[src/rtl/if_fetch_stage_if.sv]
// Bundle of the fetch stage's control inputs, instruction-memory port and IF/ID outputs.
// The master side belongs to the fetch stage; the slave side is the surrounding pipeline.
interface if_fetch_stage_if;
    logic        EN;
    logic        Stall;
    logic        Branch_Taken;
    logic [31:0] Branch_Target;
    logic [31:0] Imem_Addr;
    logic [31:0] Imem_Data;
    logic [31:0] Addr;
    logic [31:0] Instr;
    logic        Valid;

    modport master (
        input  EN,
        input  Stall,
        input  Branch_Taken,
        input  Branch_Target,
        input  Imem_Data,
        output Imem_Addr,
        output Addr,
        output Instr,
        output Valid
    );

    modport slave (
        output EN,
        output Stall,
        output Branch_Taken,
        output Branch_Target,
        output Imem_Data,
        input  Imem_Addr,
        input  Addr,
        input  Instr,
        input  Valid
    );
endinterface

[src/rtl/if_fetch_stage.sv]
// Instruction fetch: owns the PC, drives a 1-cycle-latency synchronous instruction memory
// and produces the IF/ID register (Addr, Instr, Valid) for decode.
module if_fetch_stage #(
    parameter logic [31:0] RESET_PC  = 32'h0000_0000,
    parameter logic [31:0] NOP_INSTR = 32'h0000_0000
) (
    input  logic               CLK,
    input  logic               CLR,
    if_fetch_stage_if.master   bus
);

    logic [31:0] pc_q,       pc_d;
    logic [31:0] f2_pc_q,    f2_pc_d;
    logic        f2_valid_q, f2_valid_d;
    logic [31:0] addr_q,     addr_d;
    logic [31:0] instr_q,    instr_d;
    logic        valid_q,    valid_d;

    logic        hold;
    logic [31:0] target;

    assign hold   = bus.Stall | ~bus.EN;
    assign target = bus.Branch_Target & 32'hFFFF_FFFC;

    // While held, re-present f2_pc so next cycle's Imem_Data still belongs to it.
    always_comb begin
        if (bus.Branch_Taken) begin
            bus.Imem_Addr = target;
        end else if (hold) begin
            bus.Imem_Addr = f2_pc_q;
        end else begin
            bus.Imem_Addr = pc_q;
        end
    end

    always_comb begin
        pc_d       = pc_q;
        f2_pc_d    = f2_pc_q;
        f2_valid_d = f2_valid_q;
        addr_d     = addr_q;
        instr_d    = instr_q;
        valid_d    = valid_q;

        if (bus.Branch_Taken) begin
            // The in-flight f2 fetch is dropped; the target fetch is already on the bus.
            valid_d    = 1'b0;
            instr_d    = NOP_INSTR;
            f2_pc_d    = target;
            f2_valid_d = 1'b1;
            pc_d       = target + 32'd4;
        end else if (!hold) begin
            addr_d     = f2_pc_q;
            instr_d    = f2_valid_q ? bus.Imem_Data : NOP_INSTR;
            valid_d    = f2_valid_q;
            f2_pc_d    = pc_q;
            f2_valid_d = 1'b1;
            pc_d       = pc_q + 32'd4;
        end
    end

    always_ff @(posedge CLK) begin
        if (CLR) begin
            pc_q       <= RESET_PC;
            f2_pc_q    <= 32'd0;
            f2_valid_q <= 1'b0;
            addr_q     <= 32'd0;
            instr_q    <= NOP_INSTR;
            valid_q    <= 1'b0;
        end else begin
            pc_q       <= pc_d;
            f2_pc_q    <= f2_pc_d;
            f2_valid_q <= f2_valid_d;
            addr_q     <= addr_d;
            instr_q    <= instr_d;
            valid_q    <= valid_d;
        end
    end

    assign bus.Addr  = addr_q;
    assign bus.Instr = instr_q;
    assign bus.Valid = valid_q;

endmodule

[src/flat_wrapper.sv]
// flat-port wrapper written by rule: the top's interface ports become plain ports
module if_fetch_stage_flat 
#(
    parameter logic [31:0] RESET_PC  = 32'h0000_0000,
    parameter logic [31:0] NOP_INSTR = 32'h0000_0000
)
  (CLK, CLR, bus_EN, bus_Stall, bus_Branch_Taken, bus_Branch_Target, bus_Imem_Data, bus_Imem_Addr, bus_Addr, bus_Instr, bus_Valid);
  if_fetch_stage_if bus_i ();
  input  logic CLK;
  input  logic CLR;
  input wire logic [$bits(bus_i.EN)-1:0] bus_EN;
  input wire logic [$bits(bus_i.Stall)-1:0] bus_Stall;
  input wire logic [$bits(bus_i.Branch_Taken)-1:0] bus_Branch_Taken;
  input wire logic [$bits(bus_i.Branch_Target)-1:0] bus_Branch_Target;
  input wire logic [$bits(bus_i.Imem_Data)-1:0] bus_Imem_Data;
  output wire logic [$bits(bus_i.Imem_Addr)-1:0] bus_Imem_Addr;
  output wire logic [$bits(bus_i.Addr)-1:0] bus_Addr;
  output wire logic [$bits(bus_i.Instr)-1:0] bus_Instr;
  output wire logic [$bits(bus_i.Valid)-1:0] bus_Valid;
  assign bus_i.EN = bus_EN;
  assign bus_i.Stall = bus_Stall;
  assign bus_i.Branch_Taken = bus_Branch_Taken;
  assign bus_i.Branch_Target = bus_Branch_Target;
  assign bus_i.Imem_Data = bus_Imem_Data;
  assign bus_Imem_Addr = bus_i.Imem_Addr;
  assign bus_Addr = bus_i.Addr;
  assign bus_Instr = bus_i.Instr;
  assign bus_Valid = bus_i.Valid;
  if_fetch_stage #(.RESET_PC(RESET_PC), .NOP_INSTR(NOP_INSTR)) u_core (.CLK(CLK), .CLR(CLR), .bus(bus_i));
endmodule
[config.mk]
export PLATFORM = sky130hd
export DESIGN_NAME = if_fetch_stage_flat
export DESIGN_NICKNAME = d
export VERILOG_FILES = /design/src/rtl/if_fetch_stage_if.sv /design/src/rtl/if_fetch_stage.sv /design/src/flat_wrapper.sv
export SDC_FILE = /design/constraint.sdc
export NUM_CORES = 1
export LEC_CHECK = 0
export CAP_MARGIN = 25
export CORE_UTILIZATION = 40
export DETAILED_ROUTE_END_ITERATION = 7
export DONT_BUFFER_PORTS = 1
export GPL_TIMING_DRIVEN = 0
export PLACE_DENSITY = 0.52
export SLEW_MARGIN = 40
export SYNTH_ARGS = -nofsm -noshare
export SYNTH_HDL_FRONTEND = slang
export SYNTH_SLANG_ARGS = --single-unit
[constraint.sdc]
create_clock -name CLK -period 5.1 [get_ports CLK]
set_input_delay 0.51 -clock CLK [delete_from_list [all_inputs] [get_ports CLK]]
set_output_delay 0.51 -clock CLK [all_outputs]
set_load 0.1 [all_outputs]
==> qor.log <==
[sta] Slew Limit Headroom 45.4%
[sta] transition time at the pin with the least slew margin 0.819 ns
[yosys] Post-synth EDFFs 0
[die] number of rows in the core area 44
[clock_network] number of gates given a new drive strength after cts 0
[sta] final setup TNS 0 ns
[yosys] Synth cell types 59
[critical_path] number of cells on the critical path 14
[hold_path] worst min-delay path startpoint bus_Imem_Data[27]
[routing] remaining antenna violation count 0
[die] number of placed I/O pins 166
[sta] post-route clock skew 0.00592 ns
[hold_path] Hold Path Depth 2
[sta] post-route clock period utilization 74.6%
[sta] setup repair after global routing missed its margin false
[grt] Overflow after GRT 0
[yosys] portion of the post-synthesis area used by sequential elements 41.8%
[hold_path] Min-Delay Path Class in -> reg
[sta] clock period minus worst slack 3.80 ns
[die] effective utilization at floorplan 41.6%
[finish] post-route standard cell area excluding fillers 8300 µm²
[outcome] outcome completed
[hold_path] sink of the worst hold path u_core.bus.Instr[27]
[routing] mean number of vias per cell 5.66
[power] power density over cell area 359 nW/µm²
[clock_network] number of setup buffers added after CTS 0
[sta] Achievable Freq 0.263 GHz
[power] Lkg Pwr 3.04 nW
[sta] final worst setup slack 1.30 ns
[routing] via count 5877
[yosys] ys async rst share 0%
[finish] layout overhead on the synthesized area 35.4%
[critical_path] Critical Path AT 4.14 ns
[yosys] Warnings, synthesis 0
[critical_path] Crit. End Element flip-flop
[critical_path] cell family with the largest share of critical-path delay buffers and inverters
[clock_network] clock slew at reported path FFs 0.06 ns
[critical_path] Largest stage delay, worst path 0.40 ns
[grt] pin count of the biggest net entering global routing 17
[critical_path] ordered list of cells on the worst path buf_6 > buf_6 > buf_4 > buf_2 > clkbuf_1 > clkbuf_1 > o21ai_0 > ha_1 > nand2_1 > o21ai_2 > nand4_2 > nor3_1 > mux2_2 > a211oi_1
[critical_path] critical path's slowest cell clkbuf_1
[grt] vias in the first global route 6075
[clock_network] TritonCTS clock tree yes
[finish] Util after Layout 56.3%
[critical_path] reg-to-reg critical path startpoint u_core.pc_q[2]
[critical_path] nature of the critical path startpoint primary input
[critical_path] data required time at the worst endpoint 5.44 ns
[critical_path] cells on worst reg2reg path 9
[placement] global placement routability congestion 0.898
[yosys] flip-flop and latch count after synthesis 128
[clock_network] maximum level of the CTS H-tree 4
[clock_network] Longest Clk Path Bufs 2
[finish] final layout net count 911
[routing] total detailed-routing wirelength 20900 µm
[critical_path] largest driver fanout on the critical path 10
[yosys] per-instance average area after synthesis 8.03 µm²
[die] Die X-Extent 126 µm
[die] core box area 14800 µm²
[critical_path] Crit Path Category in -> reg
[sta] worst hold margin 0.236 ns
[finish] Antenna Diode Count 0
[sta] Hold Fails Final Rpt 0
[power] worst-case vdd ir drop 0.240 mV
[critical_path] CP startpoint bus_Branch_Taken
[placement] DP Cell Count 1006
[clock_network] clock root buffer clkbuf_16
[placement] Port Buffers 0
[routing] first-pass iteration count of the detailed router 5
[finish] fraction of final layout cells with drive strength greater than 1 21.9%
[placement] post-detail-place hpwl 15200 µm
[yosys] Net Count, Synth 834
[clock_network] total number of clock tree sinks 128
[die] die outline area 15800 µm²
[critical_path] endpoint of the lowest-slack register-to-register path u_core.pc_q[20]
[grt] GR Util All Layers 27.2%
[routing] post-detailed-route DRC marker count 0
[placement] post-placement cell area 7670 µm²
[clock_network] cts bufs inserted 17
[yosys] Syn Inst Count 764
[grt] antenna violations before repair 0
[die] Die Y 126 µm
[critical_path] reg-to-reg slack, setup 2.42 ns
[power] total power of the final layout 2.98 mW
[yosys] synthesized area 6130 µm²
[routing] First DRT Iteration DRCs 347
[finish] Filler Cell Count 1338
[routing] WL/cell 20.1 µm
[yosys] top flip-flop cell by instance count after synthesis dfxtp_1
[grt] first-pass GRT wire length 33200 µm
[critical_path] Worst Path Buf+Inv 6
[placement] worst setup slack before clock tree synthesis 0.901 ns
[sta] max-slew violations 0
[run] number of violations of the max-capacitance limit 0
[finish] final standard cell count with taps included and fillers excluded 1038
[clock_network] number of buffers inserted by hold repair at cts 0
[sta] Final setup violation count 0
[clock_network] Skew-Pair Late Insertion Delay 0.43 ns
==> per-layer routing <==
layer | track usage, % | wire (µm) | vias up
met4 | 9.14 | 355 | 0
li1 | - | - | 2828
met5 | 0 | 0 | -
met2 | 44.8 | 9930 | 203
met1 | 33.1 | 8960 | 2818
met3 | 9.64 | 1650 | 28
==> area by class of cell <==
class	count	area, µm²	share of cell area (%)
Tap cell	184	230	2.77
Buffer	56	255	3.07
Inverter	7	26.3	0.316
Sequential cell	128	2640	31.8
Multi-Input combinational cell	573	3640	43.8
Clock inverter	12	183	2.20
Timing Repair Buffer	58	883	10.6
Clock buffer	20	447	5.38
==> cell families after synthesis <==
| logic type | after synthesis | share of synthesized area, % |
|---|---|---|
| and+or+nand+nor | 337 | 26.5 |
| AOI/OAI and AO/OA | 166 | 16.5 |
| DFF | 128 | 41.8 |
| buffers and inverters | 63 | 4.53 |
| xor gates and xnor gates | 37 | 5.28 |
| muxes | 32 | 5.24 |
| adders and majority gates | 1 | 0.204 |
==> cell usage after synthesis (3+ instances only) <==
cell type / instances / share of area (%)
nand4b_1: 6 / 0.86
xor2_1: 11 / 1.6
nand3b_1: 6 / 0.73
a211oi_1: 14 / 1.7
nor3_1: 9 / 0.73
buf_1: 3 / 0.18
a31oi_1: 4 / 0.41
a22o_1: 3 / 0.43
buf_2: 9 / 0.73
xnor2_1: 26 / 3.7
o22ai_1: 6 / 0.61
a21oi_1: 74 / 6.0
dfxtp_1: 128 / 42
nand4_1: 13 / 1.3
inv_1: 6 / 0.37
nand2_1: 163 / 10
a21o_1: 3 / 0.37
buf_6: 3 / 0.55
nand3_1: 56 / 4.6
o21ai_0: 36 / 2.9
and2_1: 33 / 3.4
and3_1: 7 / 0.71
mux2i_1: 31 / 5.1
a21boi_0: 4 / 0.49
nor2_1: 27 / 1.7
clkbuf_1: 39 / 2.4
==> flip-flops by register name (all words and copies together), names as in the netlist <==
signal,cells
u_core.f2_pc_q,32
u_core.bus.Valid,1
u_core.bus.Addr,32
u_core.f2_valid_q,1
u_core.pc_q,30
u_core.bus.Instr,32
==> power by group <==
group	leakage (nW)	internal [mW]	switching, mW	total (mW)
clock network	0.309	0.834	0.478	1.31
registers	1.08	1.04	0.0839	1.12
logic	1.65	0.198	0.348	0.545
total	3.04	2.07	0.910	2.98
==> placed cells by master, fill, tap and decap left out, drive strengths merged, types with 26 or more instances in the layout <==
cell	netlist	layout
a21oi	74	74
dfxtp	128	128
nand2	164	164
nand3	57	57
xnor2	26	26
o21ai	37	37
buf	17	75
nor2	27	27
mux2i	31	31
clkbuf	39	59
and2	33	33
==> how the worst max path moves through the flow <==
| stage | to | slack (ns) |
|---|---|---|
| global route | u_core.pc_q[20] | 1.06 |
| floorplan | bus_Imem_Addr[31] | 1.04 |
| CTS | u_core.pc_q[20] | 1.32 |
| detailed placement | u_core.pc_q[20] | 0.90 |
| global placement | bus_Imem_Addr[31] | 0.53 |
| finish | u_core.pc_q[20] | 1.30 |
(Power assumes the default switching activity.)
